$ cat src/rtl/apb_pkg.sv
// Shared types and constants for the native-to-APB requester bridge.
package apb_pkg;

  typedef enum logic [1:0] {
    IDLE,
    SETUP,
    ACCESS,
    RESP
  } state_e;

  localparam int APB_ADDR_W = 32;
  localparam int APB_DATA_W = 32;

  // addr[31:16] selects the APB region, addr[15:12] the peripheral slot.
  localparam int REGION_LSB = 16;
  localparam int SLOT_LSB   = 12;
  localparam int SLOT_MSB   = 15;
  localparam int SLOT_W     = SLOT_MSB - SLOT_LSB + 1;

endpackage

$ cat src/rtl/apb_addr_decoder.sv
// Combinational region/slot decode of a core address into an APB slot index.
module apb_addr_decoder
  import apb_pkg::*;
#(
  parameter int          NUM_SLV = 4,
  parameter logic [15:0] BASE_HI = 16'h1000
) (
  input  logic [APB_ADDR_W-1:SLOT_LSB] i_addr_hi,
  output logic                         o_mapped,
  output logic [SLOT_W-1:0]            o_slot
);

  assign o_slot   = i_addr_hi[SLOT_MSB:SLOT_LSB];
  // One extra bit so that NUM_SLV = 16 still compares correctly.
  assign o_mapped = (i_addr_hi[APB_ADDR_W-1:REGION_LSB] == BASE_HI) &&
                    ({1'b0, o_slot} < 5'(NUM_SLV));

endmodule

$ cat src/rtl/apb_master_bridge.sv
// APB3 requester: turns single core read/write requests into SETUP/ACCESS
// transfers on one of NUM_SLV slots, with decode errors and a hang timeout.
module apb_master_bridge
  import apb_pkg::*;
#(
  parameter int          NUM_SLV     = 4,
  parameter logic [15:0] BASE_HI     = 16'h1000,
  parameter int          TIMEOUT_CYC = 255
) (
  input  logic                    PCLK,
  input  logic                    PRESET,
  input  logic                    i_req,
  input  logic                    i_we,
  input  logic [APB_ADDR_W-1:0]   i_addr,
  input  logic [APB_DATA_W-1:0]   i_wdata,
  output logic [APB_DATA_W-1:0]   o_rdata,
  output logic                    o_ready,
  output logic                    o_err,
  output logic [APB_ADDR_W-1:0]   PADDR,
  output logic                    PWRITE,
  output logic [NUM_SLV-1:0]      PSEL,
  output logic                    PENABLE,
  output logic [APB_DATA_W-1:0]   PWDATA,
  input  logic [NUM_SLV*32-1:0]   PRDATA,
  input  logic [NUM_SLV-1:0]      PREADY
);

  localparam logic [7:0] TO_LAST = 8'(TIMEOUT_CYC - 1);

  state_e                state_q, state_d;
  logic [APB_ADDR_W-1:0] addr_q, addr_d;
  logic [APB_DATA_W-1:0] wdata_q, wdata_d;
  logic [APB_DATA_W-1:0] rdata_q, rdata_d;
  logic                  we_q, we_d;
  logic                  err_q, err_d;
  logic [SLOT_W-1:0]     slot_q, slot_d;
  logic [7:0]            cnt_q, cnt_d;

  logic                  req_mapped;
  logic [SLOT_W-1:0]     req_slot;
  logic [NUM_SLV-1:0]    slot_oh;
  logic                  pready_sel;
  logic [APB_DATA_W-1:0] prdata_sel;

  apb_addr_decoder #(
    .NUM_SLV (NUM_SLV),
    .BASE_HI (BASE_HI)
  ) u_dec (
    .i_addr_hi (i_addr[APB_ADDR_W-1:SLOT_LSB]),
    .o_mapped  (req_mapped),
    .o_slot    (req_slot)
  );

  // Only the latched slot's PREADY/PRDATA are looked at; others are ignored.
  always_comb begin
    slot_oh    = '0;
    prdata_sel = '0;
    for (int k = 0; k < NUM_SLV; k++) begin
      slot_oh[k] = (slot_q == SLOT_W'(k));
      if (slot_oh[k]) prdata_sel |= PRDATA[k*32 +: 32];
    end
    pready_sel = |(PREADY & slot_oh);
  end

  // NOTE: sequential state uses non-blocking assignments so every register
  // samples the pre-edge value of every other register.
  always_ff @(posedge PCLK or posedge PRESET) begin
    if (PRESET) begin
      state_q <= IDLE;
      addr_q  <= '0;
      wdata_q <= '0;
      rdata_q <= '0;
      we_q    <= 1'b0;
      err_q   <= 1'b0;
      slot_q  <= '0;
      cnt_q   <= '0;
    end else begin
      state_q <= state_d;
      addr_q  <= addr_d;
      wdata_q <= wdata_d;
      rdata_q <= rdata_d;
      we_q    <= we_d;
      err_q   <= err_d;
      slot_q  <= slot_d;
      cnt_q   <= cnt_d;
    end
  end

  // NOTE: every combinational output is given a default first so no path
  // through the case statement leaves it unassigned (which would infer a latch).
  always_comb begin
    state_d = state_q;
    addr_d  = addr_q;
    wdata_d = wdata_q;
    rdata_d = rdata_q;
    we_d    = we_q;
    err_d   = err_q;
    slot_d  = slot_q;
    cnt_d   = cnt_q;
    unique case (state_q)
      IDLE: begin
        cnt_d = '0;
        if (i_req) begin
          addr_d  = i_addr;
          we_d    = i_we;
          wdata_d = i_wdata;
          slot_d  = req_slot;
          rdata_d = '0;
          err_d   = !req_mapped;
          state_d = req_mapped ? SETUP : RESP;
        end
      end
      SETUP: begin
        cnt_d   = '0;
        state_d = ACCESS;
      end
      ACCESS: begin
        cnt_d = cnt_q + 8'd1;
        if (pready_sel) begin
          rdata_d = we_q ? '0 : prdata_sel;
          err_d   = 1'b0;
          state_d = RESP;
        end else if (cnt_q == TO_LAST) begin
          rdata_d = '0;
          err_d   = 1'b1;
          state_d = RESP;
        end
      end
      RESP:    state_d = IDLE;
      default: state_d = IDLE;
    endcase
  end

  always_comb begin
    PSEL    = '0;
    PENABLE = 1'b0;
    o_ready = 1'b0;
    o_err   = 1'b0;
    o_rdata = '0;
    unique case (state_q)
      SETUP:  PSEL = slot_oh;
      ACCESS: begin
        PSEL    = slot_oh;
        PENABLE = 1'b1;
      end
      RESP: begin
        o_ready = 1'b1;
        o_err   = err_q;
        o_rdata = rdata_q;
      end
      default: ;
    endcase
  end

  assign PADDR  = addr_q;
  assign PWRITE = we_q;
  assign PWDATA = wdata_q;

endmodule

$ cat config.mk
export PLATFORM = sky130hd
export DESIGN_NAME = apb_master_bridge
export DESIGN_NICKNAME = d
export VERILOG_FILES = /design/src/rtl/apb_pkg.sv /design/src/rtl/apb_addr_decoder.sv /design/src/rtl/apb_master_bridge.sv
export SDC_FILE = /design/constraint.sdc
export NUM_CORES = 1
export LEC_CHECK = 0
export ABC_AREA = 1
export CAP_MARGIN = 20
export CORE_ASPECT_RATIO = 0.6
export CORE_MARGIN = 8
export CORE_UTILIZATION = 40
export DETAILED_ROUTE_END_ITERATION = 10
export PLACE_DENSITY = 0.89
export SYNTH_ARGS = -nofsm -noshare
export SYNTH_HDL_FRONTEND = slang
export SYNTH_SLANG_ARGS = --single-unit
$ cat constraint.sdc
create_clock -name PCLK -period 4.3 [get_ports PCLK]
set_clock_uncertainty 0.1 [all_clocks]
set_input_delay 0.43 -clock PCLK [delete_from_list [all_inputs] [get_ports PCLK]]
set_output_delay 0.43 -clock PCLK [all_outputs]
set_load 0.01 [all_outputs]
==> summary.txt, run 1 <==
Outcome
  – Status: finished, final reports clean

STA
  – Least-Margin Pin Slew: 0.9817 ns
  – Final Setup Violations: 0
  – Worst Setup Slack, final: 1.201 ns
  – Fin. max-slew vios: 0
  – Hold Vio Cnt, Final: 0
  – RSZ-0062 raised after global routing: no
  – Final period util: 0.7206
  – Rel. slew slack: 0.3456
  – Final TNS setup: 0 ns
  – Fin crit period: roughly 3.1 ns
  – F_max: 322.7 MHz

Clock tree
  – Postcts setup bufs: 0
  – H-Tree Depth: 3
  – Clk Latency, worst-skew pair: 0.34 ns
  – Root Driver: clkbuf_16
  – CTS resizes: 0
  – TritonCTS clock tree: done
  – # hold bufs at CTS: 0
  – Clock Pin Slew Worst Setup and Hold Paths: 0.07 ns
  – Clk sinks: ~110
  – Max clock buf depth: 2
  – CTS Buf Count: 9

GRT
  – Global-route usage over all layers: 0.2112
  – Largest net degree at the start of global routing: 100
  – Global-route wire length before repair: 30.89 mm
  – Grt total ovfl: 0
  – Vias in the first global route: 5695
  – Antenna violations before repair: 0

Finish
  – Layout Nets: 1156
  – Layout cells sized above 1: 0.09644
  – Ant diodes: 0
  – P&R area growth vs syn: 60.43%

Critical path
  – Maximum fanout along the worst path: 24
  – Register-to-Register Setup Slack: 1.81 ns
  – Crit path to: o_rdata[23]
  – Crit Path Class: reg2out
  – Worst Setup End Kind: output port
  – Worst Path Buf+Inv: 3
  – CP arrival: 2.57 ns
  – R2R Path End: rdata_q[5]
  – Worst setup path startpoint: state_q[1]
  – Crit start category: flip-flop
  – Critical path depth in cells: 5
  – Worst r2r path cells: 8
  – Worst path max stage delay: 0.83 ns
  – Req. time, crit path: 3.77 ns
  – CP top delay family: buffers and inverters
  – CP max stage cell: ha_1
  – Crit-path cells: ha_1 -> buf_4 -> nand2_1 -> inv_1 -> clkdlybuf4s50_1
  – Worst flop-to-flop path startpoint: state_q[0]

Die
  – Initial Util: 0.4134
  – Die area: 18460 sq um
  – Die Span Y: 108.5 um
  – Number of primary I/O pins: about 300
  – Placement Rows: 33
  – Die width: about 170 um
  – Core Area: about 14000 sq um

Pwr
  – Int Pwr: 3.107 mW
  – Proportion of power drawn by the clock network: 0.151
  – Net Sw Power: 2.163 mW
  – Logic pwr share: 0.544
  – Max VDD drop: 414.1 uV
  – Sw Ratio: 0.4104
  – PwrDens: 576.1 nW/um^2
  – Leakage: 4.000 nW
  – Sequential Power Share: 0.306

Placed design
  – DP HPWL: between 15 and 20 mm
  – Final RePlAce weighted congestion: roughly 0.85
  – Port Buf Inserts: 303
  – Worst slack, placed: 1.503 ns

Routing
  – Routed Antenna Nets: 0
  – Routed WL: 20.16 mm
  – Vias: between 5000 and 6000
  – Pre-antenna DRT Iters: 5
  – Mean routed wirelength per cell: 17.59 um
  – DRC errors left: 0
  – Starting DRT DRC Count: approximately 400
  – Via density: 5.092

Synth
  – Sequential area share after synthesis: 0.4740
  – Ys Warns: 0
  – Syn_nets: 878
  – Yosys cell types: 27
  – Post-Syn Instances: between 600 and 700
  – Synthesized area per cell: 8.497 sq um
  – Cell Area, Synth: 5702 sq um
  – FF+latch count, synth: 108

Job
  – Maxcap violations: 0

Min path
  – Hold WC Path Type: reg2reg
==> placed cells by master, fill, tap and decap left out, drive strengths merged <==
cell           count
a21oi              6
a31oi              1
and3               1
buf               12
clkbuf            10
clkdlybuf4s50    303
clkinv             4
dfrtp            108
ha                 7
inv               62
mux2              54
mux2i              1
nand2            134
nand3            139
nand4             32
nor2              26
nor3               5
nor3b              1
o21a               1
o21ai             45
or2                1
xor2               1
==> stage by stage <==
step           hold slack (ns)  cell area [sq um]  cells  power [mW]    util
6_report                0.3905               9148   1146       5.270  0.6633
5_1_grt                 0.4068               9148   1146       5.634  0.6633
4_1_cts                 0.3944               9148   1146       5.325  0.6633
3_5_place_dp            0.3762               8861   1130       4.509  0.6425
3_3_place_gp            0.3654               8841   1129       4.423  0.6411
2_1_floorplan           0.3586               5702    671       3.237       -
==> metal layers <==
metal,track usage,vias to the layer above,part of all wire
met5,0,-,0
met4,0.04299,0,0.010
met3,0.07603,17,0.098
met2,0.3568,250,0.49
met1,0.2582,2763,0.41
li1,-,2805,-
==> logic make-up after synthesis <==
kind of cell | synth area share
buffers and inverters | 0.08053
DFF | 0.4740
xor gates and xnor gates | 0.001536
and+or+nand+nor | 0.2730
muxes | 0.1084
adders and majority gates | 0.01536
AOI/OAI and AO/OA | 0.04718
==> worst reg2reg max path, stage by stage (launching register included) <==
cell and delay, ns:
dfrtp_1 0.42, inv_1 0.12, ha_1 0.34, inv_1 0.13
nand2_1 0.09, nand3_2 0.53, buf_4 0.49, nand2_1 0.11
o21ai_1 0.06
==> worst min path at each step <==
stage,endpoint,startpoint,slack [ns],cells after the start
after floorplan,rdata_q[0],rdata_q[0],0.36,2
after global placement,PADDR[29],PADDR[29],0.37,2
after detailed placement,PADDR[22],PADDR[22],0.38,2
after CTS,PADDR[22],PADDR[22],0.39,2
after global routing,PADDR[29],PADDR[29],0.41,2
final,rdata_q[17],rdata_q[17],0.39,2
==> cell usage after synthesis, drive strengths merged <==
library cell / count / share of area
nand4: 32 / 0.035
a21oi: 6 / 0.0053
o21ai: 45 / 0.040
a31oi: 1 / 0.0011
nor3b: 1 / 0.0013
nor3: 5 / 0.0044
mux2: 54 / 0.11
or2: 1 / 0.0011
dfrtp: 108 / 0.47
nor2: 26 / 0.018
ha: 7 / 0.015
nand3: 139 / 0.12
nand2: 134 / 0.088
buf: 22 / 0.024
and3: 1 / 0.0011
xor2: 1 / 0.0015
inv: 60 / 0.039
mux2i: 1 / 0.0018
o21a: 1 / 0.0013
clkbuf: 26 / 0.017
==> sequential cells by signal (all words and copies together) (netlist names) <==
register	count
err_q	1
PWDATA	32
rdata_q	32
PADDR	32
state_q	2
PWRITE	1
cnt_q	8
==> area by class of cell <==
cell class	count	area (sq um)
flip-flops and latches	108	2703
well taps	192	240.2
multi-input cells	455	2555
clock buffers	10	229.0
clock inverters	6	57.56
inverters	60	227.7
repair buffers	315	3136
fillers	1135	4643
==> power groups by stage <==
stage / clock network (mW) / registers [mW] / logic [mW]
6_report: 0.793 / 1.61 / 2.86
5_1_grt: 0.861 / 1.66 / 3.12
4_1_cts: 0.821 / 1.61 / 2.89
3_5_place_dp: 0 / 1.63 / 2.88
3_3_place_gp: 0 / 1.60 / 2.82
2_1_floorplan: 0 / 1.74 / 1.50
No activity file was read; power rests on OpenSTA's default activity.
==> run 2: changes to the inputs <==
- CORE_UTILIZATION: 40 -> 36
- PLACE_DENSITY: 0.89 -> 0.85
- clock period: 4.3 -> 2.8 ns (I/O delays scaled with it)
==> run 2 against run 1 <==
Core utilization fell by 6.4 points. Sequential power increased by 53%. Sequential cell count unchanged. Register-to-register slack got worse by 1.1 ns. Worst setup slack got worse by 0.84 ns. First-iteration DRC count decreased by 10%. Clock power up 64%. Combinational power rose by 58%. Critical path type unchanged. Highest routed layer unchanged.
==> summary.txt, run 2 (synthesis gave the netlist of run 1 again) <==
Outcome
  – Status: finished, final reports clean

Clock tree
  – TritonCTS clock tree: done
  – Clk sinks: 108 (unchanged)
  – CTS resizes: 0 (unchanged)
  – Clk Latency, worst-skew pair: 0.34 ns (about the same)
  – # hold bufs at CTS: 0 (unchanged)
  – Max clock buf depth: 2 (unchanged)
  – H-Tree Depth: 3 (unchanged)
  – Postcts setup bufs: 0 (unchanged)
  – Clock Pin Slew Worst Setup and Hold Paths: 0.08 ns (about the same)
  – CTS Buf Count: 9 (unchanged)
  – Root Driver: clkbuf_16

Die
  – Die Span Y: 113.5 um (+4.6%)
  – Number of primary I/O pins: 304 (unchanged)
  – Placement Rows: 35 (+6.1%)
  – Core Area: 15410 sq um (+12%)
  – Initial Util: 0.3699 (-0.04356)
  – Die width: 178.5 um (+4.9%)
  – Die area: 20250 sq um (+9.7%)

Finish
  – Fin util: 0.5994 (-0.06396)
  – Most frequent cells in the layout: clkdlybuf4s50_1 (303), nand3_1 (137), nand2_1 (133)
  – Commonest non-fill, non-tap cell in the layout: clkdlybuf4s50_1
  – P&R area growth vs syn: 62.04%
  – Filler cells: 1327 (+17%)
  – Layout Nets: 1157 (+0.087%)
  – Seq. cell area: 2703 sq um (unchanged)
  – Layout cells sized above 1: 0.09843 (+0.001993)
  – Area of the multi-input gates: 2555 sq um (unchanged)
  – Ant diodes: 0 (unchanged)

GRT
  – Largest net degree at the start of global routing: 106 (+6.0%)
  – Grt total ovfl: 0 (unchanged)
  – Antenna violations before repair: 0 (unchanged)
  – Global-route usage over all layers: 0.2019 (-0.009309)
  – Global-route wire length before repair: 32.79 mm (+6.1%)
  – Vias in the first global route: 6029 (+5.9%)

STA
  – Final Setup Violations: 0 (unchanged)
  – Fin. max-slew vios: 0 (unchanged)
  – F_max: 409.4 MHz
  – Fin crit period: 2.442 ns
  – Rel. slew slack: 0.6038 (+0.2582)
  – Final TNS setup: 0 ns (unchanged)
  – Worst Setup Slack, final: 0.3575 ns (-0.8438 ns)
  – Hold Vio Cnt, Final: 0 (unchanged)
  – Final period util: 0.8723
  – RSZ-0062 raised after global routing: no
  – Least-Margin Pin Slew: 0.5943 ns (-0.3874 ns)

Placed design
  – Worst slack, placed: 0.6993 ns (-0.8040 ns)
  – DP HPWL: 16.28 mm (+3.5%)
  – Port Buf Inserts: 303 (unchanged)
  – Final RePlAce weighted congestion: 0.7838 (-7.5%)

Critical path
  – Crit Path Class: reg2out
  – Crit start category: flip-flop
  – Maximum fanout along the worst path: 28 (+17%)
  – Worst path max stage delay: 0.54 ns (-0.29 ns)
  – Worst Path Buf+Inv: 3 (unchanged)
  – Req. time, crit path: 2.42 ns (-1.35 ns)
  – Worst Setup End Kind: output port
  – CP arrival: 2.06 ns (-0.51 ns)
  – Crit-path cells: ha_1 -> buf_12 -> nand2_1 -> inv_1 -> clkdlybuf4s50_1
  – CP max stage cell: clkdlybuf4s50_1
  – CP top delay family: buffers and inverters
  – Register-to-Register Setup Slack: 0.69 ns (-1.12 ns)

Pwr
  – PwrDens: 896.2 nW/um^2 (+56%)
  – Leakage: 4.026 nW (+0.64%)
  – Max VDD drop: 559.4 uV (+35%)

Job
  – Maxcap violations: 0 (unchanged)

Routing
  – Via density: 5.038 (-1.1%)
  – Mean routed wirelength per cell: 17.92 um (+1.9%)
  – DRC errors left: 0 (unchanged)
  – Starting DRT DRC Count: 358 (-10%)
  – Routed WL: 20.75 mm (+3.0%)
  – Pre-antenna DRT Iters: 6 (+1)
  – Routed Antenna Nets: 0 (unchanged)
  – Vias: 5834 (-0.017%)

Min path
  – Hold WC Path Type: in2async
==> run 2: worst paths after layout <==
| check | from | to | cells after the start |
|---|---|---|---|
| min | PRESET | PWDATA[10] | 2 |
| max reg2reg | PADDR[14] | rdata_q[13] | 7 |
| min reg2reg | PADDR[26] | PADDR[26] | 2 |
| max in group asynchronous | PRESET | PADDR[26] | 3 |
| min in group PCLK | PADDR[26] | PADDR[26] | 2 |
| max | state_q[1] | o_rdata[31] | 5 |
==> run 2: where the power goes <==
part	internal, mW	switching, mW	total [mW]
Clock	0.638	0.657	1.30
Sequential	2.13	0.340	2.47
Combinational	2.10	2.41	4.51
==> run 2: cell type report <==
type | count | area share
clock inverters | 7 | 0.008667
clock buffers | 9 | 0.02438
flip-flops and latches | 108 | 0.2925
multi-input cells | 455 | 0.2765
inverters | 60 | 0.02478
repair buffers | 316 | 0.3456
well taps | 203 | 0.02749
==> run 2: routing by layer <==
layer	up-vias	global-route usage	wire length, um
met3	20	0.06895	1835
met4	0	0.04443	326
met2	225	0.3424	10210
met5	-	0	0
li1	2813	-	-
met1	2776	0.2442	8385
==> run 2: per-stage QoR <==
| step | power [mW] | std cells | cell area (sq um) | hold slack [ns] |
|---|---|---|---|---|
| after CTS | 8.375 | 1158 | 9239 | 0.05847 |
| final | 8.280 | 1158 | 9239 | 0.07376 |
| after global routing | 8.878 | 1158 | 9239 | 0.07739 |
| after floorplan | 4.971 | 671 | 5705 | 0.3305 |
| after global placement | 6.953 | 1142 | 8934 | 0.3677 |
| after detailed placement | 7.040 | 1142 | 8934 | 0.3747 |
